==> src/rtl/spi_arbiter.sv <==
`default_nettype none
// ============================================================================
// Module   : spi_arbiter
// Purpose  : Round-robin arbiter sharing one SPI master between two requesters.
// Revision : 1.0
// ============================================================================
module spi_arbiter #(
  parameter int DATA    = 8,
  parameter int ADDR    = 3,
  parameter int TIMEOUT = 32
) (
  input  logic            clk,
  input  logic            presetn,
  input  logic            req0,
  input  logic            req1,
  input  logic [DATA-1:0] wdata0,
  input  logic [DATA-1:0] wdata1,
  input  logic [ADDR-1:0] cfg0,
  input  logic [ADDR-1:0] cfg1,
  input  logic            txc,
  input  logic [DATA-1:0] m_rdata,
  output logic            spe,
  output logic            m_wr_rdbar,
  output logic [ADDR-1:0] m_addr,
  output logic [DATA-1:0] m_wdata,
  output logic            gnt0,
  output logic            gnt1,
  output logic            done0,
  output logic            done1,
  output logic [DATA-1:0] rdata0,
  output logic [DATA-1:0] rdata1,
  output logic            err,
  output logic            busy
);

  localparam int              CW      = (TIMEOUT > 2) ? $clog2(TIMEOUT) : 1;
  localparam logic [CW-1:0]   CNT_MAX = CW'(TIMEOUT - 1);
  localparam logic [1:0]      S_IDLE  = 2'd0;
  localparam logic [1:0]      S_XFER  = 2'd1;
  localparam logic [1:0]      S_DONE  = 2'd2;

  logic [1:0]      state_q, state_d;
  logic [CW-1:0]   cnt_q, cnt_d;
  logic            last_q, last_d;
  logic            spe_q, spe_d;
  logic            wr_q, wr_d;
  logic [ADDR-1:0] addr_q, addr_d;
  logic [DATA-1:0] wdata_q, wdata_d;
  logic            gnt0_q, gnt0_d, gnt1_q, gnt1_d;
  logic            done0_q, done0_d, done1_q, done1_d;
  logic [DATA-1:0] rdata0_q, rdata0_d, rdata1_q, rdata1_d;
  logic            err_q, err_d;
  logic            pick;

  // Requester 1 wins when alone, or on a tie when requester 0 was served last.
  assign pick = req1 & (~req0 | ~last_q);

  always_ff @(posedge clk or negedge presetn) begin
    if (!presetn) begin
      state_q  <= S_IDLE;
      cnt_q    <= '0;
      last_q   <= 1'b1;
      spe_q    <= 1'b0;
      wr_q     <= 1'b0;
      addr_q   <= '0;
      wdata_q  <= '0;
      gnt0_q   <= 1'b0;
      gnt1_q   <= 1'b0;
      done0_q  <= 1'b0;
      done1_q  <= 1'b0;
      rdata0_q <= '0;
      rdata1_q <= '0;
      err_q    <= 1'b0;
    end else begin
      state_q  <= state_d;
      cnt_q    <= cnt_d;
      last_q   <= last_d;
      spe_q    <= spe_d;
      wr_q     <= wr_d;
      addr_q   <= addr_d;
      wdata_q  <= wdata_d;
      gnt0_q   <= gnt0_d;
      gnt1_q   <= gnt1_d;
      done0_q  <= done0_d;
      done1_q  <= done1_d;
      rdata0_q <= rdata0_d;
      rdata1_q <= rdata1_d;
      err_q    <= err_d;
    end
  end

  always_comb begin
    state_d = state_q;
    case (state_q)
      S_IDLE:  if (!txc && (req0 || req1)) state_d = S_XFER;
      S_XFER:  if (txc || (cnt_q == CNT_MAX)) state_d = S_DONE;
      S_DONE:  state_d = S_IDLE;
      default: state_d = S_IDLE;
    endcase
  end

  always_comb begin
    cnt_d    = cnt_q;
    last_d   = last_q;
    spe_d    = spe_q;
    wr_d     = wr_q;
    addr_d   = addr_q;
    wdata_d  = wdata_q;
    gnt0_d   = gnt0_q;
    gnt1_d   = gnt1_q;
    done0_d  = done0_q;
    done1_d  = done1_q;
    rdata0_d = rdata0_q;
    rdata1_d = rdata1_q;
    err_d    = err_q;
    case (state_q)
      S_IDLE: begin
        if (state_d == S_XFER) begin
          gnt0_d  = ~pick;
          gnt1_d  = pick;
          wdata_d = pick ? wdata1 : wdata0;
          addr_d  = pick ? cfg1 : cfg0;
          spe_d   = 1'b1;
          wr_d    = 1'b1;
          cnt_d   = '0;
          err_d   = 1'b0;
        end
      end
      S_XFER: begin
        if (cnt_q != CNT_MAX) cnt_d = cnt_q + CW'(1);
        if (state_d == S_DONE) begin
          spe_d   = 1'b0;
          wr_d    = 1'b0;
          done0_d = gnt0_q;
          done1_d = gnt1_q;
          // A completion seen on the timeout cycle still counts as success.
          err_d   = ~txc;
          if (txc && gnt0_q) rdata0_d = m_rdata;
          if (txc && gnt1_q) rdata1_d = m_rdata;
        end
      end
      S_DONE: begin
        gnt0_d  = 1'b0;
        gnt1_d  = 1'b0;
        done0_d = 1'b0;
        done1_d = 1'b0;
        last_d  = gnt1_q;
      end
      default: begin
        spe_d = 1'b0;
        wr_d  = 1'b0;
      end
    endcase
  end

  assign spe        = spe_q;
  assign m_wr_rdbar = wr_q;
  assign m_addr     = addr_q;
  assign m_wdata    = wdata_q;
  assign gnt0       = gnt0_q;
  assign gnt1       = gnt1_q;
  assign done0      = done0_q;
  assign done1      = done1_q;
  assign rdata0     = rdata0_q;
  assign rdata1     = rdata1_q;
  assign err        = err_q;
  assign busy       = (state_q != S_IDLE);

endmodule
`default_nettype wire

==> config.mk <==
export PLATFORM = sky130hd
export DESIGN_NAME = spi_arbiter
export DESIGN_NICKNAME = d
export VERILOG_FILES = /design/src/rtl/spi_arbiter.sv
export SDC_FILE = /design/constraint.sdc
export NUM_CORES = 1
export LEC_CHECK = 0
export BUFFER_PORTS_ARGS = -buffer_cell sky130_fd_sc_hd__buf_2
export CORE_AREA = 2 2 71 73
export CTS_BUF_LIST = sky130_fd_sc_hd__clkbuf_8
export DETAILED_ROUTE_END_ITERATION = 10
export DIE_AREA = 0 0 73 75
export PLACE_DENSITY = 0.69
export REMOVE_ABC_BUFFERS = 1
export SKIP_CTS_REPAIR_TIMING = 1
export SLEW_MARGIN = 20
export SYNTH_ARGS = -nofsm -noshare
export SYNTH_HDL_FRONTEND = slang
export SYNTH_SLANG_ARGS = --single-unit
==> constraint.sdc <==
create_clock -name clk -period 2.1 [get_ports clk]
set_input_delay 0.315 -clock clk [delete_from_list [all_inputs] [get_ports clk]]
set_output_delay 0.315 -clock clk [all_outputs]
set_load 0.01 [all_outputs]
# ---- Word-level counts from Yosys, hierarchy flattened
# Index checks and enable logic that the tools add are counted.
dict set report op_classes {
  n_addsub 1
  eq_ne 9
  reduce_logical 19
  mux 22
  n_bitwise 7
}
# op n
set op_table {}
lappend op_table {{AND reduction 3 bit} 5}
lappend op_table {{two-way mux 5 bit} 2}
lappend op_table {{one-hot mux 1 bit (2 select lines)} 5}
lappend op_table {{one-hot mux 5 bit (2 select lines)} 1}
lappend op_table {{two-way mux 1 bit} 8}
lappend op_table {{two-way mux 8 bit} 1}
lappend op_table {{nonzero test 2 bit} 4}
lappend op_table {{inequality test 2 bit, second input constant} 3}
lappend op_table {{AND reduction 2 bit} 3}
lappend op_table {{adder 5 x 1 -> 5 bit, second input constant} 1}
lappend op_table {{equality test 5 bit, second input constant} 1}
lappend op_table {{inequality test 5 bit, second input constant} 1}
lappend op_table {{NOT 1 bit} 5}
lappend op_table {{equality test 2 x 1 -> 1 bit, second input constant} 2}
lappend op_table {{equality test 2 bit, second input constant} 2}
lappend op_table {{two-way mux 2 bit} 2}
lappend op_table {{one-hot mux 2 bit (2 select lines)} 1}
lappend op_table {{logical AND 1 bit} 3}
lappend op_table {{two-way mux 3 bit} 1}
lappend op_table {{one-hot mux 1 bit (3 select lines)} 1}
lappend op_table {{zero test 2 bit} 1}
lappend op_table {{logical OR 1 bit} 2}
lappend op_table {{bitwise AND 1 bit} 1}
lappend op_table {{zero test 1 bit} 1}
lappend op_table {{bitwise OR 1 bit} 1}
dict set report totals {
  regBits 41
}

# ---- Longest topological paths before layout
dict set report logic_depth {
  depth_word 7
  mapped_depth 7
}

# ---- Least setup slack after synthesis
# No wires, ideal clock.
dict set report synth_timing {
  kind {register to register}
  from {reg cnt_q[0]}
  to {reg cnt_q[3]}
  slack_ps 65
  stages_incl_launch_ff 8
  synth_period_minus_slack_ps 2035
  setup_time_ps 73
  arrival_ps 1962
  t_required_ps 2027
  path_cell_list {dfrtp_1 > ha_1 > and3_1 > ha_1 > or3b_1 > buf_2 > or3_1 > a21oi_2}
}
dict set report synth_via {
  elab_chain_len 7
}
# element line
set synth_lines {}
lappend synth_lines {{from (decl)} 43} ;# logic [CW-1:0] cnt_q, cnt_d;
lappend synth_lines {{from (signal assigned)} 76} ;# cnt_q <= cnt_d;
lappend synth_lines {{equality test 5 bit} 96} ;# S_XFER: if (txc || (cnt_q == CNT_MAX)) state_d = S_DONE;
lappend synth_lines {{logical OR 1 bit} 96}
lappend synth_lines {{two-way mux 2 bit} 96}
lappend synth_lines {{one-hot mux 2 bit (2 select lines)} 94} ;# case (state_q)
lappend synth_lines {{equality test 2 x 1 -> 1 bit} 118} ;# if (state_d == S_XFER) begin
lappend synth_lines {{inequality test 2 bit (no source line)} -}
lappend synth_lines {{AND reduction 3 bit (no source line)} -}
# Parallel ways exist; a longest one is shown, timed or not. The select of a mux whose other input is x is not followed.
# A chain may end at the register's enable or synchronous reset.

# ---- Worst setup path in the final report
# Same ends and word-level chain as after synthesis.

==> results.py <==
metrics = {
    "job": {
        "cap_violations": 0,
    },
    "finish": {
        "layout.cells.most_common_list": "buf_2 (69), dfrtp_1 (40), a21oi_1 (27)",
        "nNetsFinal": 267,
        "drive_above_1_share_pct": 45.9,
        "n_antenna_cell": 0,
        "fin_cells": 285,
        "area_growth_pct": 28.1,
        "final_common_cell": "buf_2",
        "postLayoutCoreUtil_pct": 50.3,
    },
    "yosys": {
        "synth-seq-area-share_pct": 56.1,
        "synth_area_leader_cell": "dfrtp_1",
        "yosysTopAreaCellShare_pct": 54.7,
        "netlist_area_um2": 1830,
        "synth_edf_count": 0,
        "synth_area_per_cell_um2": 11.7,
        "yosys_warnings": 0,
        "ys_top_cells_by_area": "dfrtp_1 (55%), mux2_2 (9.2%), a21oi_1 (7.4%), mux2i_1 (6.6%), o21ai_0 (2.2%)",
        "syn_inst": 156,
        "ys_ff_latch": 41,
        "ys.flop_type": "dfrtp_1",
        "yosysUniqueCellTypes": 33,
        "async_flop_share_pct": 100,
    },
    "run_status": {
        "status": "finished clean",
    },
    "sta": {
        "finClkSkew_ns": 0.00940,
        "worst_slack_ns": 0.102,
        "slew_headroom_pct": 65.7,
        "final.min_clock_period_ns": 2.00,
        "worst_pin_slew_ns": 0.515,
        "max_freq_mhz": 500,
        "slew_viol_final": 0,
        "tns_ns": 0,
        "rsz0062_at_grt": "no",
        "setup_viol": 0,
        "fin_hold_ws_ns": 0.0844,
        "hold_viol_final": 0,
        "finalCritPeriodShare_pct": 95.2,
    },
    "placement": {
        "port_buffers": 69,
        "dpl.hpwl_um": 2800,
        "gp_congestion": 0.747,
        "dp_slack_ns": 0.116,
        "dp_cells": 277,
    },
    "clocking": {
        "clock_latency_ns": 0.29,
        "path_clk_slew_ns": 0.08,
        "cts_tree": "yes",
        "htreeDepth": 2,
        "cts_inserted_buffers": 5,
        "clock_path_buffers": 2,
        "cts_sinks": 41,
        "cts_root_buf": "clkbuf_8",
    },
    "setup_path": {
        "reg2reg_from": "cnt_q[0]",
        "reg2reg_depth": 6,
        "crit_fanout": 5,
        "r2r_end": "cnt_q[3]",
        "path_class": "flop to flop",
        "worst-r2r-setup-slack_ns": 0.10,
        "worst_ep_required_time_ns": 2.33,
        "critPathArrivalTime_ns": 2.23,
        "worstSetupStartpointType": "flop",
        "worstSetupEndpointType": "flop",
    },
    "floorplanning": {
        "die_h_um": 75,
        "start_util_pct": 39.3,
        "io_pins": 70,
        "die-area_um2": 5480,
        "design.core.area_um2": 4660,
        "num_rows": 25,
        "die_x_um": 73,
    },
    "grt": {
        "antenna_found_initial": 0,
        "grt_max_degree": 42,
        "grt_pass1_wl_um": 6290,
        "grt.total_usage_pct": 14.8,
        "grt_pass1_vias": 1444,
        "overflow": 0,
    },
    "pwr": {
        "irDropWorstVdd_mv": 0.412,
        "leakagePower_nw": 1.15,
        "power_density_nw_per_um2": 1090,
    },
    "drt": {
        "vias": 1435,
        "drt_iter0_markers": 20,
        "viasPerCell": 5.04,
        "drcViolationCount": 0,
        "routed_wl_um": 3920,
        "wl_per_cell_um": 13.8,
        "final_antenna_net_count": 0,
        "first_pass_iters": 4,
    },
    "worst_hold_path": {
        "hp-class": "input port to asynchronous set/reset pin",
    },
}
cell families after synthesis:
family                   after synthesis  share of synthesized area, %
buffers and inverters                 12                          3.01
AO/OA/AOI/OAI                         44                          13.9
AND/OR/NAND/NOR                       29                          9.16
flip-flops                            41                          56.1
multiplexers                          28                          16.4
adder cells (fa/ha/maj)                2                          1.37
synth_stat cells, types with 2 or more instances:
master	n
dfrtp_1	40
a21oi_1	27
mux2_2	15
mux2i_1	12
o21ai_0	8
nand2_1	7
buf_2	5
nor2_1	4
clkbuf_1	3
inv_1	3
o2bb2ai_1	3
ha_1	2
nand2b_1	2
nand3_1	2
nand3_2	2
nand3b_1	2
nor2b_1	2
or3_1	2
worst max-delay path, stage by stage (launching register included):
cell and delay, ns:
dfrtp_1 0.41, ha_1 0.22, and3_1 0.19, ha_1 0.20, or3b_4 0.42, or3_1 0.37
a21oi_2 0.13
layout make-up:
| type | count | area [um^2] |
|---|---|---|
| multi-input cells | 103 | 751 |
| repair buffers | 76 | 398 |
| clock inverters | 2 | 7.51 |
| flip-flops and latches | 41 | 1030 |
| well taps | 54 | 67.6 |
| clock buffers | 6 | 82.6 |
| inverters | 3 | 11.3 |
| fillers | 428 | 2320 |
stage by stage:
stage | power (mW) | cell area (um^2)
final | 2.55 | 2340
after global routing | 2.71 | 2340
after CTS | 2.58 | 2340
after detailed placement | 2.07 | 2250
after global placement | 2.04 | 2250
after floorplan | 1.67 | 1790
flip-flops by register name (all words and copies together) (netlist names):
signal / flops
cnt_q: 5
done0: 1
done1: 1
err: 1
gnt0: 1
gnt1: 1
last_q: 1
m_addr: 3
m_wdata: 8
m_wr_rdbar: 1
rdata0: 8
rdata1: 8
state_q: 2
how the worst max path moves through the flow:
stage          startpoint       end  cells past startpoint
2_1_floorplan    cnt_q[0]  cnt_q[3]                      6
3_3_place_gp     cnt_q[0]  cnt_q[3]                      6
3_5_place_dp     cnt_q[0]  cnt_q[3]                      6
4_1_cts          cnt_q[0]  cnt_q[3]                      6
5_1_grt          cnt_q[0]  cnt_q[3]                      6
6_report         cnt_q[0]  cnt_q[3]                      6
where the power goes:
part | switching, mW | internal (mW) | total (mW)
clock network | 0.251 | 0.258 | 0.509
logic | 0.413 | 0.411 | 0.823
registers | 0.154 | 1.06 | 1.21
total | 0.818 | 1.73 | 2.55
per-layer routing:
layer	share of wire [%]	global-route usage, %
met1	42	17.4
met2	51	25.8
met3	5.3	4.55
met4	1.0	4.73
met5	0	0
(Power assumes the default switching activity.)
